--- src/rtl/mgmt_phy_pkg.sv ---
// mgmt_phy_pkg: shared K28.5 symbols, 7-bit comma patterns and RX state type
// for the mgmt_phy serial link.
package mgmt_phy_pkg;

  // K28.5 with bit 0 = bit a (first on the wire).
  // RD-: abcdeifghj = 0011111010, RD+: abcdeifghj = 1100000101
  localparam logic [9:0] K285_RDM = 10'h17C;
  localparam logic [9:0] K285_RDP = 10'h283;

  // Comma patterns over window bits [6:0], bit 0 received first.
  localparam logic [6:0] COMMA_RDM = 7'b1111100;  // 0011111
  localparam logic [6:0] COMMA_RDP = 7'b0000011;  // 1100000

  typedef enum logic [1:0] {
    RX_HUNT   = 2'd0,
    RX_CHECK  = 2'd1,
    RX_LOCKED = 2'd2
  } rx_state_t;

  // True when the first seven received bits of a window form a comma.
  function automatic logic is_comma(input logic [9:0] win);
    return (win[6:0] == COMMA_RDM) || (win[6:0] == COMMA_RDP);
  endfunction

endpackage

--- src/rtl/mgmt_phy_rx_align.sv ---
// mgmt_phy_rx_align: 10-bit receive window, comma detection and the
// HUNT/CHECK/LOCKED alignment state machine. Emits aligned symbols while locked.
module mgmt_phy_rx_align
  import mgmt_phy_pkg::*;
#(
  parameter int ALIGN_CNT = 3,
  parameter int LOSS_CNT  = 2
) (
  input  logic       clk,
  input  logic       reset_n,
  input  logic       rx_bit,
  output logic [9:0] rx_symbol,
  output logic       rx_valid,
  output logic       rx_comma,
  output logic       rx_aligned,
  output logic       align_err
);

  localparam int CW = $clog2(ALIGN_CNT + 1);
  localparam int MW = $clog2(LOSS_CNT + 1);

  logic [9:0]    window;
  logic [3:0]    bit_pos;
  logic [3:0]    boundary, boundary_next;
  rx_state_t     state, state_next;
  logic [CW-1:0] count, count_next, count_inc;
  logic [MW-1:0] miss, miss_next, miss_inc;
  logic          comma, on_bnd, valid_next, err_next;

  assign comma      = is_comma(window);
  assign on_bnd     = (bit_pos == boundary);
  assign count_inc  = count + CW'(1);
  assign miss_inc   = miss + MW'(1);
  assign rx_aligned = (state == RX_LOCKED);

  // Alignment decisions; an off-boundary comma is handled before any boundary event.
  always_comb begin
    state_next    = state;
    boundary_next = boundary;
    count_next    = count;
    miss_next     = miss;
    valid_next    = 1'b0;
    err_next      = 1'b0;
    case (state)
      RX_HUNT: begin
        if (comma) begin
          boundary_next = bit_pos;
          count_next    = CW'(1);
          miss_next     = '0;
          if (CW'(1) == CW'(ALIGN_CNT)) state_next = RX_LOCKED;
          else                          state_next = RX_CHECK;
        end
      end
      RX_CHECK: begin
        if (comma) begin
          if (on_bnd) begin
            count_next = count_inc;
            if (count_inc == CW'(ALIGN_CNT)) begin
              state_next = RX_LOCKED;
              miss_next  = '0;
            end
          end else begin
            // Comma elsewhere: restart qualification at the new boundary.
            boundary_next = bit_pos;
            count_next    = CW'(1);
          end
        end
      end
      RX_LOCKED: begin
        if (comma && !on_bnd) begin
          if (miss_inc == MW'(LOSS_CNT)) begin
            state_next = RX_HUNT;
            err_next   = 1'b1;
            miss_next  = '0;
            count_next = '0;
          end else begin
            miss_next = miss_inc;
          end
        end else if (on_bnd) begin
          valid_next = 1'b1;
          if (comma) miss_next = '0;
        end
      end
      default: state_next = RX_HUNT;
    endcase
  end

  // Shift window (newest bit at 9) and free-running bit position 0..9.
  always_ff @(posedge clk or negedge reset_n) begin
    if (!reset_n) begin
      window  <= '0;
      bit_pos <= '0;
    end else begin
      window  <= {rx_bit, window[9:1]};
      bit_pos <= (bit_pos == 4'd9) ? 4'd0 : bit_pos + 4'd1;
    end
  end

  // State, counters and registered symbol outputs.
  always_ff @(posedge clk or negedge reset_n) begin
    if (!reset_n) begin
      state     <= RX_HUNT;
      boundary  <= '0;
      count     <= '0;
      miss      <= '0;
      rx_valid  <= 1'b0;
      rx_comma  <= 1'b0;
      rx_symbol <= '0;
      align_err <= 1'b0;
    end else begin
      state     <= state_next;
      boundary  <= boundary_next;
      count     <= count_next;
      miss      <= miss_next;
      rx_valid  <= valid_next;
      rx_comma  <= valid_next && comma;
      align_err <= err_next;
      if (valid_next) rx_symbol <= window;
    end
  end

endmodule

--- src/rtl/mgmt_phy.sv ---
// mgmt_phy: 10-bit serial PHY. TX serialises pre-encoded symbols in fixed
// 10-clock slots, inserting alternating K28.5 idles; RX aligns on commas.
// Optional feature macro: MGMT_PHY_LOOPBACK_EN adds a 'loopback' input that
// routes the ser_tx register back into the receiver.
module mgmt_phy
  import mgmt_phy_pkg::*;
#(
  parameter int ALIGN_CNT = 3,
  parameter int LOSS_CNT  = 2
) (
  input  logic       clk,
  input  logic       reset_n,
  input  logic [9:0] tx_symbol,
  input  logic       tx_valid,
  output logic       tx_ready,
  output logic       ser_tx,
  input  logic       ser_rx,
`ifdef MGMT_PHY_LOOPBACK_EN
  input  logic       loopback,
`endif
  output logic [9:0] rx_symbol,
  output logic       rx_valid,
  output logic       rx_comma,
  output logic       rx_aligned,
  output logic       align_err
);

  logic [3:0] bit_idx, bit_idx_inc;
  logic [9:0] slot, slot_next;
  logic       idle_rdp;
  logic       rx_bit;

  assign tx_ready    = (bit_idx == 4'd9);
  assign bit_idx_inc = bit_idx + 4'd1;
  assign slot_next   = tx_valid ? tx_symbol : (idle_rdp ? K285_RDP : K285_RDM);

  // TX slot sequencer: ser_tx always carries slot[bit_idx]; new slot loads at index 9.
  always_ff @(posedge clk or negedge reset_n) begin
    if (!reset_n) begin
      bit_idx  <= '0;
      slot     <= K285_RDM;
      idle_rdp <= 1'b1;
      ser_tx   <= 1'b0;
    end else if (tx_ready) begin
      bit_idx <= '0;
      slot    <= slot_next;
      ser_tx  <= slot_next[0];
      if (!tx_valid) idle_rdp <= ~idle_rdp;
    end else begin
      bit_idx <= bit_idx_inc;
      ser_tx  <= slot[bit_idx_inc];
    end
  end

`ifdef MGMT_PHY_LOOPBACK_EN
  assign rx_bit = loopback ? ser_tx : ser_rx;
`else
  assign rx_bit = ser_rx;
`endif

  mgmt_phy_rx_align #(
    .ALIGN_CNT(ALIGN_CNT),
    .LOSS_CNT (LOSS_CNT)
  ) u_rx_align (
    .clk       (clk),
    .reset_n   (reset_n),
    .rx_bit    (rx_bit),
    .rx_symbol (rx_symbol),
    .rx_valid  (rx_valid),
    .rx_comma  (rx_comma),
    .rx_aligned(rx_aligned),
    .align_err (align_err)
  );

endmodule

--- config.mk ---
export PLATFORM = sky130hd
export DESIGN_NAME = mgmt_phy
export DESIGN_NICKNAME = d
export VERILOG_FILES = /design/src/rtl/mgmt_phy_pkg.sv /design/src/rtl/mgmt_phy_rx_align.sv /design/src/rtl/mgmt_phy.sv
export SDC_FILE = /design/constraint.sdc
export NUM_CORES = 1
export LEC_CHECK = 0
export CAP_MARGIN = 20
export CORE_UTILIZATION = 58
export DETAILED_ROUTE_END_ITERATION = 8
export PLACE_DENSITY_LB_ADDON = 0.3
export SYNTH_ARGS = -nofsm -noshare
export SYNTH_HDL_FRONTEND = slang
export SYNTH_SLANG_ARGS = --single-unit
--- constraint.sdc ---
create_clock -name clk -period 5.35 [get_ports clk]
set_input_delay 0.8025 -clock clk [delete_from_list [all_inputs] [get_ports clk]]
set_output_delay 0.8025 -clock clk [all_outputs]
set_load 0.005 [all_outputs]
==> summary.md, run 1 <==
| Metric | Value |
|---|---|
| Post-placement worst setup slack | 2.86 ns |
| Worst setup EP type | output pin |
| Sequential fraction of the synthesis area | 56.9% |
| Cts hold-fix bufs | 0 |
| Post-route fraction of the period consumed by the critical path | 52.9% |
| Outcome | finished, final reports clean |
| Die area | 4300 sq um |
| Number of flops mapped to enable cells by yosys | 0 |
| Vias in the first global route | 1,486 |
| Number of inserted filler cells in the final layout | 235 |
| Pin count of the biggest net entering global routing | between 50 and 60 |
| Root Buffer | clkbuf_8 |
| Maximum operating frequency | 353 MHz |
| Antenna Violating Nets Remaining | 0 |
| Via count of the routed design | 1,517 |
| Effective utilization at floorplan | 62.2% |
| Cell chain of the critical path | ha_1 > nand2_1 > nor2_1 > buf_4 > clkdlybuf4s50_1 |
| CTS clock-pin slew for the worst setup and hold paths | roughly 0.1 ns |
| Layout area overhead | 19.0% |
| # Post-CTS Setup Buffers | 0 |
| Hold Path Class | reg2reg |
| Number of nets in the finished design | between 200 and 250 |
| CTS H-tree depth | 2 |
| Via density per instance | 5.56 |
| Syn_area_per_cell | 12.2 sq um |
| DR WL/cell | around 15 microns |
| Total nets after synthesis | 214 |
| Maximum fanout along the worst path | 27 |
| CP startpoint kind | register |
| Final Instance Count excl. Fillers | 273 |
| Slowest Stage Delay on Critical Path | 0.55 ns |
| Kind of critical path | reg2out |
| Total congestion overflow | 0 |
| RSZ-0062 raised after global routing | no |
| Leading cell type in the layout, fill and taps excluded | dfrtp_1 |
| Aggregate routed wire length | 4.02 mm |
| Count of routing violations after the opening detailed-route iteration | 83 |
| Clock buffers created by TritonCTS | 5 |
| Total number of clock tree sinks | 53 |
| Post-synth cell types | 42 |
| Source-to-sink clock delay at the later pin of the worst-skew pair | between 0.3 and 0.4 ns |
| Slew headroom | 57.7% |
| TritonCTS clock tree | built |
| Max cap viols | 0 |
| Number of instances in the synthesized netlist | slightly below 200 |
| Setup-failing EPs final | 0 |
| Synth Flop Type | dfrtp_1 |
| Floorplan core area | 3770 sq um |
| Setup_tns | 0 ns |
| Share of synthesized registers carrying an async set or reset | between 90% and 100% |
| Tot GR Track Use | 20.7% |
| Design area | around 2800 sq um |
| Total power | 0.836 mW |
| Final count of hold timing violations | 0 |
| Leakage power | 1.24 nW |
| CTS-repair resized insts | 0 |
| Detailed-router iteration count before antenna repair | 4 |
| Routability congestion estimate | 0.910 |
| Post-detailed-route DRC marker count | 0 |
| Deepest clock path buffer count | 2 |
| Worst Path Required | 4.55 ns |
| Buffers and inverters on the worst path | 2 |
| Maximum clock skew at final layout | about 0.011 ns |
| Final count of pins violating max slew | 0 |
| Number of cell rows | 22 |
| Register bit count reported by yosys | 53 |
| Post-layout minimum cycle time | roughly 2.8 ns |
| First-pass GRT wire length | 6.51 mm |
| Antenna violations before repair | 0 |
| IO Pins | 30 |
| X dimension of the die | 65.6 microns |
| Ys Warns | 0 |
| Half-perimeter wire length after placement | 2.88 mm |
| Cell family contributing the most delay on the critical path | buffers and inverters |
| Standard cell with the maximum stage delay on the critical path | clkdlybuf4s50_1 |
| Placed cell count | 265 |
| Setup slack of the critical path after layout | 2.52 ns |
| Standard cell area after detailed placement | 2680 sq um |
| Synth Cell Area | 2350 sq um |
| Worst-case vdd ir drop | 0.301 mV |
| Worst Tran Pin Value | 0.635 ns |
| Crit path DAT | 2.03 ns |
| Share of post-route cells with drive strength above 1 | 17.8% |
| Most used cells in the layout excluding fill and tap cells | dfrtp_1 (46), clkdlybuf4s50_1 (28), a21oi_1 (22) |
| Floorplan die height | between 60 and 70 microns |
| Count of input and output buffers | 29 |
| Internal reg-to-reg setup slack | 3.17 ns |
| Power density over cell area | 299 nW/um^2 |
| Antenna fix cells | 0 |
-- report_power, final --
part / total (mW) / switching, mW / internal, mW
sequential: 0.452 / 0.0189 / 0.433
clock: 0.273 / 0.133 / 0.140
combinational: 0.111 / 0.0569 / 0.0539
-- final cells by class --
type,count,area [sq um],area share (%)
Inverter,9,33.8,1.21
Timing Repair Buffer,31,300,10.8
Tap cell,48,60.1,2.15
Sequential cell,53,1340,47.8
Clock inverter,3,46.3,1.66
Multi-Input combinational cell,124,948,34.0
Clock buffer,5,68.8,2.46
-- metrics by stage --
stage / utilization (%) / hold slack [ns]
after global placement: 71.0 / 0.350
after floorplan: - / 0.347
after detailed placement: 71.0 / 0.362
final: 74.1 / 0.380
after CTS: 74.1 / 0.386
after global routing: 74.1 / 0.398
-- synth_stat cells, types with 2 or more instances --
cell / instances / area share (%)
mux2_1: 4 / 1.9
inv_1: 9 / 1.4
nand4_1: 2 / 0.53
ha_1: 7 / 3.7
a21boi_0: 2 / 0.64
buf_2: 2 / 0.43
dfstp_2: 7 / 7.8
xor2_1: 3 / 1.1
nor3_1: 4 / 0.85
mux2i_1: 3 / 1.3
mux2_2: 9 / 4.3
a21oi_1: 22 / 4.7
nand2_1: 8 / 1.3
clkbuf_1: 5 / 0.80
mux4_2: 2 / 1.9
dfrtp_1: 46 / 49
nor2_1: 20 / 3.2
o21ai_0: 5 / 1.1
mux2_4: 4 / 2.6
nor2b_1: 3 / 0.80
xnor2_1: 5 / 1.9
-- cell families after synthesis --
group | Yosys count | synth area share (%)
flip-flops | 53 | 56.9
buffers and inverters | 16 | 2.67
multiplexers | 22 | 12.0
AO/OA/AOI/OAI | 41 | 11.4
adder cells (fa/ha/maj) | 7 | 3.73
XOR/XNOR | 8 | 2.99
AND/OR/NAND/NOR | 46 | 10.3
-- final timing paths --
| kind | endpoint | from | cells past startpoint |
|---|---|---|---|
| setup / recovery | tx_ready | bit_idx[0] | 5 |
| hold / removal | u_rx_align.window[8] | u_rx_align.window[9] | 0 |
| setup reg to reg | u_rx_align.boundary[1] | u_rx_align.window[3] | 5 |
| hold reg to reg | u_rx_align.window[8] | u_rx_align.window[9] | 0 |
| max in group asynchronous | u_rx_align.boundary[3] | reset_n | 2 |
| min in group asynchronous | slot[7] | reset_n | 2 |
-- routing by layer --
metal / vias to the layer above / track usage (%) / share of wire (%)
met3: 7 / 5.38 / 3.4
li1: 741 / - / -
met5: - / 0 / 0
met1: 734 / 26.0 / 44
met4: 0 / 10.9 / 1.4
met2: 35 / 33.0 / 51
-- registers in the layout, indices dropped and copies added (netlist names) --
register,count
u_rx_align.count,2
u_rx_align.rx_symbol,10
bit_idx,4
idle_rdp,1
ser_tx,1
u_rx_align.miss,2
u_rx_align.boundary,4
u_rx_align.bit_pos,4
u_rx_align.state,2
u_rx_align.rx_valid,1
u_rx_align.align_err,1
u_rx_align.window,10
u_rx_align.rx_comma,1
slot,10
Note: power is estimated with default switching activity, not from simulation.
==> run 2, diff against run 1 <==
Settings changed: CORE_UTILIZATION 58 to 54.
Clock period 5.35 ns to 2.97 ns, I/O delays scaled along.
==> summary.md, run 2 (synthesized netlist as in run 1, its figures left out) <==
| Metric | Value |
|---|---|
| Outcome | finished, final reports clean |
| Leakage power | between 1 and 1.5 nW |
| Standard cell with the maximum stage delay on the critical path | clkdlybuf4s50_1 |
| Maximum operating frequency | around 450 MHz |
| Setup-failing EPs final | 0 |
| Effective utilization at floorplan | 57.4% |
| Half-perimeter wire length after placement | 2.98 mm |
| Tot GR Track Use | between 10% and 20% |
| Placed cell count | approximately 270 |
| Die area | 4610 sq um |
| Crit path DAT | about 1.8 ns |
| Buffers and inverters on the worst path | 1 |
| Aggregate routed wire length | 4.08 mm |
| Total power | roughly 1.4 mW |
| Root Buffer | clkbuf_8 |
| Worst setup EP type | output pin |
| Via count of the routed design | between 1,500 and 2,000 |
| Count of input and output buffers | 29 |
| Post-route fraction of the period consumed by the critical path | between 70% and 80% |
| Worst hold path depth | 0 |
| Worst Path Required | 2.52 ns |
| Deepest clock path buffer count | 2 |
| Setup slack of the critical path after layout | 0.731 ns |
| Post-detailed-route DRC marker count | 0 |
| Antenna fix cells | 0 |
| RSZ-0062 raised after global routing | no |
| Total number of clock tree sinks | 53 |
| Fin Hold WS | between 0.3 and 0.4 ns |
| Total congestion overflow | 0 |
| Post-placement worst setup slack | 0.855 ns |
| Cell family contributing the most delay on the critical path | buffers and inverters |
| Layout area overhead | 19.0% |
| Count of routing violations after the opening detailed-route iteration | 60 |
| Maximum clock skew at final layout | 0.0106 ns |
| Number of inserted filler cells in the final layout | approximately 310 |
| Share of post-route cells with drive strength above 1 | 17.6% |
| CTS H-tree depth | 2 |
| Kind of critical path | reg2out |
| Most used cells in the layout excluding fill and tap cells | dfrtp_1 (46), clkdlybuf4s50_1 (28), a21oi_1 (22) |
| Capture point of the worst reg-to-reg path | u_rx_align.count[1] |
| Clock buffers created by TritonCTS | 5 |
| Worst Hold Endpoint | u_rx_align.window[7] |
| Final count of pins violating max slew | 0 |
| Setup_tns | 0 ns |
| X dimension of the die | 67.9 microns |
| Worst Tran Pin Value | approximately 0.5 ns |
| Largest registers in the final layout | slot x10, u_rx_align.rx_symbol x10, u_rx_align.window x10 |
| Via density per instance | 5.56 |
| Power density over cell area | ~500 nW/um^2 |
| Internal reg-to-reg setup slack | 0.84 ns |
| Detailed-router iteration count before antenna repair | 4 |
| Min-Delay Startpoint | u_rx_align.window[8] |
| Slowest Stage Delay on Critical Path | 0.54 ns |
| Hold Path Class | reg2reg |
| Maximum fanout along the worst path | 7 |
| Final Instance Count excl. Fillers | 277 |
| Source-to-sink clock delay at the later pin of the worst-skew pair | between 0.2 and 0.3 ns |
| Reg-to-reg critical path startpoint | u_rx_align.window[3] |
| Floorplan core area | 4090 sq um |
| Antenna Violating Nets Remaining | 0 |
| Number of cell rows | 23 |
| Pin count of the biggest net entering global routing | 51 |
| Vias in the first global route | between 1,000 and 1,500 |
| Cell chain of the critical path | ha_1 > nand2_1 > nor2_1 > clkdlybuf4s50_1 |
| TritonCTS clock tree | built |
| First-pass GRT wire length | 6.59 mm |
| Post-layout minimum cycle time | 2.24 ns |
| Slew headroom | 67.1% |
| DR WL/cell | 14.7 microns |
| Routability congestion estimate | between 0.8 and 0.9 |
| Depth of the worst register-to-register path | 5 |
| Worst-case vdd ir drop | 0.317 mV |
| Floorplan die height | just under 70 microns |
| Number of nets in the finished design | 247 |
| CP startpoint kind | register |
| Final count of hold timing violations | 0 |
| IO Pins | 30 |
| Leading cell type in the layout, fill and taps excluded | dfrtp_1 |
| CTS clock-pin slew for the worst setup and hold paths | 0.09 ns |
| Max cap viols | 0 |
| Antenna violations before repair | 0 |
==> run 2: report_power, final <==
group	leakage, nW	internal, mW	switching (mW)
sequential	0.656	0.781	0.0343
clock	0.0450	0.164	0.214
combinational	0.548	0.101	0.105
total	1.25	1.05	0.353
==> run 2: how the worst max path moves through the flow <==
stage	startpoint	end	slack (ns)	cells after the start
floorplan	u_rx_align.window[3]	u_rx_align.boundary[0]	1.0	5
global placement	u_rx_align.window[3]	u_rx_align.boundary[1]	0.92	5
detailed placement	u_rx_align.window[3]	u_rx_align.count[1]	0.85	5
CTS	bit_idx[0]	tx_ready	0.70	4
global route	bit_idx[0]	tx_ready	0.61	4
finish	bit_idx[0]	tx_ready	0.73	4
==> run 2: cell type report <==
type / instances / area, sq um / share of cell area [%]
Sequential cell: 53 / 1340 / 47.8
Multi-Input combinational cell: 124 / 948 / 34.0
Timing Repair Buffer: 33 / 330 / 11.8
Clock buffer: 6 / 72.6 / 2.60
Tap cell: 50 / 62.6 / 2.24
Inverter: 9 / 33.8 / 1.21
Clock inverter: 2 / 10.0 / 0.358
==> run 2: routing by layer <==
metal	GRT usage (%)	part of all wire, %	vias to the layer above
met4	6.77	0.98	0
li1	-	-	747
met2	33.4	50	37
met1	24.4	46	749
met3	4.67	3.2	6
met5	0	0	-
==> run 2: metrics by stage <==
step	area, sq um	util (%)
global route	2790	68.3
CTS	2760	67.6
global placement	2680	65.6
detailed placement	2680	65.6
floorplan	2350	-
finish	2790	68.3
==> run 2: worst register-to-register path: cells and delay by family (launching register included) <==
family / cells / cell delay (ns)
mux: 1 / 0.34
simple gates: 2 / 0.75
flops: 1 / 0.41
compound gates: 2 / 0.52
==> run 2: timing repair <==
item                      CTS  global route
hold endpoints to repair    0             4
setup buffers               0             0
hold buffers                0             1
gates resized for setup     0             0
==> run 3, diff against run 2 <==
Clock period 2.97 ns to 2.2 ns, I/O delays scaled along.
==> summary.md, run 3 (synthesized netlist as in run 1, its figures left out) <==
| Metric | Value |
|---|---|
| Slew headroom | 57.1% |
| RSZ-0062 raised after global routing | yes |
| Pin count of the biggest net entering global routing | 54 |
| Worst Path Required | 2.41 ns |
| Max cap viols | 0 |
| Outcome | finished, final reports clean |
| Post-detailed-route DRC marker count | 0 |
| Maximum clock skew at final layout | 0.00783 ns |
| CTS clock-pin slew for the worst setup and hold paths | 0.10 ns |
| Fin Hold WS | approximately 0.13 ns |
| Largest registers in the final layout | slot x10, u_rx_align.rx_symbol x10, u_rx_align.window x10 |
| Count of input and output buffers | 29 |
| Capture point of the worst reg-to-reg path | u_rx_align.count[1] |
| # Post-CTS Setup Buffers | 0 |
| Via count of the routed design | 1,571 |
| Standard cell area after detailed placement | 2700 sq um |
| Source-to-sink clock delay at the later pin of the worst-skew pair | between 0.3 and 0.4 ns |
| Via density per instance | about 5.7 |
| Crit path DAT | 2.33 ns |
| TritonCTS clock tree | built |
| Tot GR Track Use | 21.8% |
| CP startpoint kind | register |
| Maximum fanout along the worst path | 5 |
| Count of routing violations after the opening detailed-route iteration | 133 |
| Worst Tran Pin Value | between 0.6 and 0.7 ns |
| DR WL/cell | 15.7 microns |
| Total number of clock tree sinks | 53 |
| Root Buffer | clkbuf_8 |
| Effective utilization at floorplan | 57.4% |
| Setup-failing EPs final | 0 |
| Worst-case vdd ir drop | 0.527 mV |
| Number of nets in the finished design | 247 |
| Hold Path Class | in2async |
| Internal reg-to-reg setup slack | 0.08 ns |
| Share of post-route cells with drive strength above 1 | 19.4% |
| Depth of the worst register-to-register path | 5 |
| Die area | 4610 sq um |
| Post-route fraction of the period consumed by the critical path | 96.5% |
| Total congestion overflow | 0 |
| Reg-to-reg critical path startpoint | u_rx_align.window[3] |
| First-pass GRT wire length | 7.09 mm |
| Antenna Violating Nets Remaining | 0 |
| Clock buffers created by TritonCTS | 5 |
| Post-layout minimum cycle time | 2.12 ns |
| Leading cell type in the layout, fill and taps excluded | dfrtp_1 |
| Floorplan die height | just under 70 microns |
| Final count of hold timing violations | 0 |
| Layout area overhead | 19.3% |
| Maximum operating frequency | between 400 and 500 MHz |
| Deepest clock path buffer count | 2 |
| Floorplan core area | 4090 sq um |
| Routability congestion estimate | between 0.8 and 0.9 |
| Vias in the first global route | roughly 1,500 |
| Antenna fix cells | 0 |
| Power density over cell area | 695 nW/um^2 |
| IO Pins | 30 |
| Design area | 2800 sq um |
| Leakage power | 1.24 nW |
| Final count of pins violating max slew | 0 |
| Number of inserted filler cells in the final layout | approximately 290 |
| Most used cells in the layout excluding fill and tap cells | dfrtp_1 (45), clkdlybuf4s50_1 (28), a21oi_1 (22) |
| Kind of critical path | reg2reg |
| Half-perimeter wire length after placement | 3.17 mm |
| Antenna violations before repair | 0 |
| Aggregate routed wire length | roughly 4.4 mm |
| CTS H-tree depth | 2 |
| Detailed-router iteration count before antenna repair | 4 |
| Worst setup EP type | register |
| Number of cell rows | 23 |
| X dimension of the die | 67.9 microns |
-- run 3: cell type report --
cell class | count | area (sq um) | share of cell area (%)
multi-input combinational | 124 | 955 | 34.1
sequential | 53 | 1340 | 47.8
clock inverter | 3 | 26.3 | 0.939
timing repair buffer | 33 | 315 | 11.3
inverter | 9 | 33.8 | 1.21
clock buffer | 5 | 68.8 | 2.46
tap | 50 | 62.6 | 2.24
-- run 3: worst max path at each step --
stage / cells past startpoint / slack [ns] / startpoint / end
6_report: 5 / 0.08 / u_rx_align.window[3] / u_rx_align.count[1]
5_1_grt: 5 / -0.03 / u_rx_align.window[3] / u_rx_align.count[1]
4_1_cts: 5 / 0.05 / u_rx_align.window[3] / u_rx_align.count[0]
3_5_place_dp: 5 / 0.06 / u_rx_align.window[3] / u_rx_align.count[0]
3_3_place_gp: 5 / 0.15 / u_rx_align.window[3] / u_rx_align.boundary[0]
2_1_floorplan: 5 / 0.23 / u_rx_align.window[3] / u_rx_align.boundary[0]
-- run 3: critical path, cell delays in order, from the launching register on --
cell and delay [ns]:
dfrtp_1 0.42, or4_4 0.56, nor3_4 0.22, o2111ai_2 0.21
a21oi_2 0.25, mux2_2 0.35
-- run 3: timing repair --
action	in CTS	in global routing
resized for setup	0	2
setup endpoints to repair	0	3
hold buffers	0	0
-- run 3: layer usage --
| metal | vias to the layer above | share of wire [%] | GRT usage, % |
|---|---|---|---|
| li1 | 747 | - | - |
| met2 | 35 | 51 | 36.9 |
| met5 | - | 0 | 0 |
| met1 | 784 | 43 | 26.3 |
| met3 | 5 | 4.1 | 5.17 |
| met4 | 0 | 1.8 | 9.90 |
-- run 3: per-stage QoR --
stage	TNS [ns]	setup WS (ns)	util, %	power (mW)	std cells
2_1_floorplan	0	0.225	-	1.30	193
3_3_place_gp	0	0.152	66.0	1.38	269
3_5_place_dp	0	0.0647	66.0	1.40	269
4_1_cts	0	0.0517	68.3	1.96	277
5_1_grt	-0.0491	-0.0284	68.5	2.05	277
6_report	0	0.0771	68.5	1.94	277
-- run 3: report_power, final --
part / internal [mW] / switching (mW)
Combinational: 0.136 / 0.145
Sequential: 1.05 / 0.0493
Clock: 0.232 / 0.328
==> variant 1 (settings of run 2) <==
Encoding of `rx_state_t`: now one-hot (3 bits for 3 states).
--- a/src/rtl/mgmt_phy_pkg.sv
+++ b/src/rtl/mgmt_phy_pkg.sv
@@ -11,10 +11,10 @@
   localparam logic [6:0] COMMA_RDM = 7'b1111100;  // 0011111
   localparam logic [6:0] COMMA_RDP = 7'b0000011;  // 1100000
 
-  typedef enum logic [1:0] {
-    RX_HUNT   = 2'd0,
-    RX_CHECK  = 2'd1,
-    RX_LOCKED = 2'd2
+  typedef enum logic [2:0] {
+    RX_HUNT   = 3'b001,
+    RX_CHECK  = 3'b010,
+    RX_LOCKED = 3'b100
   } rx_state_t;
 
   // True when the first seven received bits of a window form a comma.
Formal check against the unedited RTL: same outputs for any inputs over 10 cycles, from zero or initial values and one cycle with reset_n low; not proved beyond that.
==> variant 1 against run 2 <==
Clock power up 13%. Wire length fell by 6.8%. Setup slack lost 0.40 ns. Sequential cell count grew 1. Cell area is 0.31% lower. Die area up 0.89%. Critical path type unchanged. Synthesized area grew 0.91%. Power shrank 2.3%.
==> variant 1: results (changes against run 2) <==
<table>
<tr><th>Metric</th><th>Value</th></tr>
<tr><th colspan="2">Route</th></tr>
<tr><td>Sum of met3 wire segment lengths after detailed routing</td><td>135 µm (+4.7%)</td></tr>
<tr><td>Routed via count divided by cell count</td><td>5.49 (-1.1%)</td></tr>
<tr><td>DRT Wirelength</td><td>3.81 mm (-6.8%)</td></tr>
<tr><td>Metal2 WL</td><td>1.79 mm (-11%)</td></tr>
<tr><td>Wire length the detailed router placed on met1</td><td>1.82 mm (-3.9%)</td></tr>
<tr><th colspan="2">Power</th></tr>
<tr><td>Maximum resistive drop on vdd</td><td>0.000308 V (-3.1%)</td></tr>
<tr><th colspan="2">Worst hold path</th></tr>
<tr><td>Tightest Hold Check Type</td><td>input pin to async pin</td></tr>
<tr><th colspan="2">GRT</th></tr>
<tr><td>Overall Global Routing Usage</td><td>0.190 (-0.00643)</td></tr>
<tr><td>Maximum number of pins on one net before global-route repair</td><td>38 (-25%)</td></tr>
<tr><td>Vias in the first global route</td><td>1,396 (-6.2%)</td></tr>
<tr><td>Global-route wire length before repair</td><td>6.36 mm (-3.5%)</td></tr>
<tr><th colspan="2">Setup path</th></tr>
<tr><td>Arr. time, crit path</td><td>2.19 ns (+0.40 ns)</td></tr>
<tr><td>Critical-path maximum fanout</td><td>21 (+14)</td></tr>
<tr><td>Standard cell with the maximum stage delay on the critical path</td><td>sky130_fd_sc_hd__dfrtp_1</td></tr>
<tr><th colspan="2">Logic synthesis</th></tr>
<tr><td>Leading cell types by total area after synthesis</td><td>sky130_fd_sc_hd__dfrtp_1 49%, sky130_fd_sc_hd__dfstp_2 8.9%, sky130_fd_sc_hd__mux2_2 5.7%, sky130_fd_sc_hd__nand2_1 3.5%, sky130_fd_sc_hd__a21oi_1 3.4%</td></tr>
<tr><td>Count of different cell masters after synthesis</td><td>43 (+2.4%)</td></tr>
<tr><td>Cell types with the highest counts after synthesis</td><td>46 x sky130_fd_sc_hd__dfrtp_1, 22 x sky130_fd_sc_hd__nand2_1, 16 x sky130_fd_sc_hd__a21oi_1, 16 x sky130_fd_sc_hd__o21ai_0, 13 x sky130_fd_sc_hd__nor2_1</td></tr>
<tr><th colspan="2">Layout</th></tr>
<tr><td>Proportion of layout cells with a drive suffix above 1</td><td>0.179 (+0.00328)</td></tr>
<tr><td>NumNets Final</td><td>250 (+1.2%)</td></tr>
<tr><td>Largest registers in the final layout</td><td>slot (10), u_rx_align.rx_symbol (10), u_rx_align.window (10)</td></tr>
<tr><th colspan="2">Placement</th></tr>
<tr><td>PortBufs</td><td>29 (unchanged)</td></tr>
<tr><td>Routability congestion estimate</td><td>0.842 (-1.7%)</td></tr>
<tr><td>DP Area</td><td>2690 µm² (+0.19%)</td></tr>
<tr><th colspan="2">STA</th></tr>
<tr><td>Maximum clock skew at final layout</td><td>0.0123 ns (+0.00172 ns)</td></tr>
<tr><td>Least-Margin Pin Slew</td><td>0.472 ns (-0.0195 ns)</td></tr>
<tr><th colspan="2">Outcome</th></tr>
<tr><td>Status</td><td>finished clean</td></tr>
</table>
-- variant 1: cell types whose count changed after synthesis, sizes merged, moves of 3 or more --
cell,run 2,this run
nand2b,1,4
a21oi,23,16
nor2,21,15
nand3b,0,3
ha,7,3
nand2,8,22
o21ai,5,16
nor3,5,1
inv,9,6
-- variant 1: critical path, delay by kind of cell, from the launching register on --
kind / cells / cell delay (ns)
flops: 1 / 0.52
buf+inv: 2 / 0.70
simple gates: 2 / 0.45
fa+ha+maj: 1 / 0.19
-- variant 1: layout make-up --
class	count	area, µm²
Clock buffer	6	82.6
Clock inverter	2	16.3
Fill cell	330	1330
Inverter	7	26.3
Multi-Input combinational cell	135	942
Sequential cell	54	1360
Tap cell	50	62.6
Timing Repair Buffer	30	293
-- variant 1: final timing paths --
kind / endpoint / slack, ns
max: tx_ready / 0.33
min: u_rx_align.state[2] / 0.05
max reg2reg: u_rx_align.boundary[3] / 0.96
min reg2reg: u_rx_align.window[7] / 0.38
max in group asynchronous: slot[3] / 2.12
min in group clk: u_rx_align.window[7] / 0.38
-- variant 1: cells by family after synthesis --
group / synth area share
xor gates and xnor gates: 0.0296
buffers and inverters: 0.0270
muxes: 0.0994
and+or+nand+nor: 0.138
AOI/OAI and AO/OA: 0.115
adders and majority gates: 0.0159
DFF: 0.575
-- variant 1: power breakdown --
part | switching, mW | internal [mW] | leakage [nW]
Combinational | 0.0595 | 0.0594 | 0.472
Clock | 0.235 | 0.192 | 0.0478
Sequential | 0.0302 | 0.791 | 0.668
-- variant 1: per-layer routing --
layer | vias up | global-route usage
met5 | - | 0
met4 | 0 | 0.0781
met3 | 5 | 0.0550
met2 | 33 | 0.295
met1 | 755 | 0.248
li1 | 767 | -
-- variant 1: stage by stage --
stage,cells,power (mW),setup WS (ns),hold WS [ns],util
6_report,284,1.37,0.335,0.0452,0.676
5_1_grt,284,1.43,0.180,0.0708,0.676
4_1_cts,284,1.39,0.312,0.0524,0.676
3_5_place_dp,276,0.954,0.673,0.363,0.652
3_3_place_gp,276,0.950,0.709,0.354,0.652
2_1_floorplan,203,0.895,1.16,0.150,-
==> variant 2 (config.mk and constraints of run 2) <==
Without the edit above. `ALIGN_CNT` is set to 3 in 2 places; all go to 2.
--- a/src/rtl/mgmt_phy_rx_align.sv
+++ b/src/rtl/mgmt_phy_rx_align.sv
@@ -3,7 +3,7 @@
 module mgmt_phy_rx_align
   import mgmt_phy_pkg::*;
 #(
-  parameter int ALIGN_CNT = 3,
+  parameter int ALIGN_CNT = 2,
   parameter int LOSS_CNT  = 2
 ) (
   input  logic       clk,
--- a/src/rtl/mgmt_phy.sv
+++ b/src/rtl/mgmt_phy.sv
@@ -5,7 +5,7 @@
 module mgmt_phy
   import mgmt_phy_pkg::*;
 #(
-  parameter int ALIGN_CNT = 3,
+  parameter int ALIGN_CNT = 2,
   parameter int LOSS_CNT  = 2
 ) (
   input  logic       clk,
Check against the original RTL: same outputs for any inputs over 10 cycles, from zero or initial values and one cycle with reset_n low; that may be too few to reach the edited logic, so the function may still have changed.
==> variant 2 against run 2 <==
Cell area shrank 1.4%. Register-to-register slack got worse by 0.11 ns. First-iteration DRC count rose by 68%. Sequential cell count did not move. Wire length grew 3.9%. Setup slack worse by 0.10 ns. Clock skew barely moved. Synthesized area is 1.3% lower. Largest cell class unchanged. Cell count down 0.36%. Critical path type unchanged.
Power is not compared: it rests on default switching activity, and its combinational part moved more than twofold at a synthesized area within 25%.
==> variant 2: results (changes against run 2) <==
<table>
<tr><th>Metric</th><th>Value</th></tr>
<tr><th colspan="2">Logic synthesis</th></tr>
<tr><td>Sequential fraction of the synthesis area</td><td>0.577 (+0.00769)</td></tr>
<tr><td>Leading cell types by total area after synthesis</td><td>sky130_fd_sc_hd__dfrtp_1 50%, sky130_fd_sc_hd__dfstp_2 7.9%, sky130_fd_sc_hd__mux2_2 7.3%, sky130_fd_sc_hd__a21oi_1 5.0%, sky130_fd_sc_hd__ha_1 3.8%</td></tr>
<tr><td>Mapped Nets</td><td>215 (+0.47%)</td></tr>
<tr><td>Count of different cell masters after synthesis</td><td>39 (-7.1%)</td></tr>
<tr><td>Cell count after synthesis</td><td>194 (+0.52%)</td></tr>
<tr><td>Cell types with the highest counts after synthesis</td><td>46 x sky130_fd_sc_hd__dfrtp_1, 23 x sky130_fd_sc_hd__a21oi_1, 20 x sky130_fd_sc_hd__nor2_1</td></tr>
<tr><th colspan="2">Placement</th></tr>
<tr><td>DP Area</td><td>2640 µm² (-1.4%)</td></tr>
<tr><td>Worst setup slack before clock tree synthesis</td><td>0.764 ns (-0.0906 ns)</td></tr>
<tr><td>Routability congestion estimate</td><td>0.912 (+6.5%)</td></tr>
<tr><td>Final HPWL from detailed placement</td><td>2.89 mm (-3.1%)</td></tr>
<tr><th colspan="2">GRT</th></tr>
<tr><td>Global-route wire length before repair</td><td>6.93 mm (+5.2%)</td></tr>
<tr><td>Met3 capacity usage during global routing</td><td>0.0507 (+0.00401)</td></tr>
<tr><td>Overall Global Routing Usage</td><td>0.207 (+0.0108)</td></tr>
<tr><td>Vias in the first global route</td><td>1,519 (+2.0%)</td></tr>
<tr><td>Maximum number of pins on one net before global-route repair</td><td>54 (+5.9%)</td></tr>
<tr><th colspan="2">Outcome</th></tr>
<tr><td>Status</td><td>finished clean</td></tr>
<tr><th colspan="2">Route</th></tr>
<tr><td>Metal2 WL</td><td>2.13 mm (+5.3%)</td></tr>
<tr><td>Wire length the detailed router placed on met1</td><td>1.88 mm (-0.64%)</td></tr>
<tr><td>Via total after detailed routing</td><td>1,562 (+1.5%)</td></tr>
<tr><td>DRT Wirelength</td><td>4.24 mm (+3.9%)</td></tr>
<tr><td>Routed via count divided by cell count</td><td>5.66 (+1.9%)</td></tr>
<tr><th colspan="2">Layout</th></tr>
<tr><td>Proportion of layout cells with a drive suffix above 1</td><td>0.177 (+0.000780)</td></tr>
<tr><td>NumNets Final</td><td>246 (-0.40%)</td></tr>
<tr><th colspan="2">STA</th></tr>
<tr><td>Least-Margin Pin Slew</td><td>0.775 ns (+0.283 ns)</td></tr>
<tr><th colspan="2">Worst hold path</th></tr>
<tr><td>Tightest Hold Check Type</td><td>input pin to async pin</td></tr>
</table>
==> variant 2: cell count changes after synthesis, moves of 2 or more <==
cell                             run 2  this run
sky130_fd_sc_hd__mux2_2              9        15
sky130_fd_sc_hd__mux2i_1             3         5
sky130_fd_sc_hd__mux2_4              4         0
sky130_fd_sc_hd__mux2_1              4         0
==> variant 2: logic make-up (layout without fill, tap and decap cells) <==
kind of cell	count (synthesis)	count (layout)	synth area share
AOI/OAI and AO/OA	41	41	0.112
xor gates and xnor gates	8	8	0.0303
adders and majority gates	7	7	0.0378
buffers and inverters	17	49	0.0286
DFF	53	53	0.577
muxes	22	22	0.114
and+or+nand+nor	46	46	0.100
==> variant 2: final cells by class <==
cell class,instances,area [µm²],area share
sequential,53,1340,0.485
timing repair buffer,31,313,0.114
inverter,10,37.5,0.0136
clock buffer,5,68.8,0.0250
multi-input combinational,124,913,0.332
clock inverter,3,22.5,0.00818
tap,50,62.6,0.0227
==> variant 2: path summary, 6_finish.rpt <==
kind,start,end,slack [ns],cells after the start
worst max register to register,u_rx_align.window[4],u_rx_align.count[1],0.73,5
max in group asynchronous,reset_n,slot[2],2.22,2
worst max-delay path,bit_idx[0],tx_ready,0.63,4
worst min-delay path,reset_n,u_rx_align.miss[0],0.13,1
min in group clk,u_rx_align.window[8],u_rx_align.window[7],0.38,0
worst min register to register,u_rx_align.window[8],u_rx_align.window[7],0.38,0
==> variant 2: report_power, final <==
part / switching (mW) / total [mW] / internal, mW
Sequential: 0.0719 / 0.917 / 0.845
Combinational: 0.220 / 0.489 / 0.269
Clock: 0.240 / 0.406 / 0.166
Total: 0.532 / 1.81 / 1.28
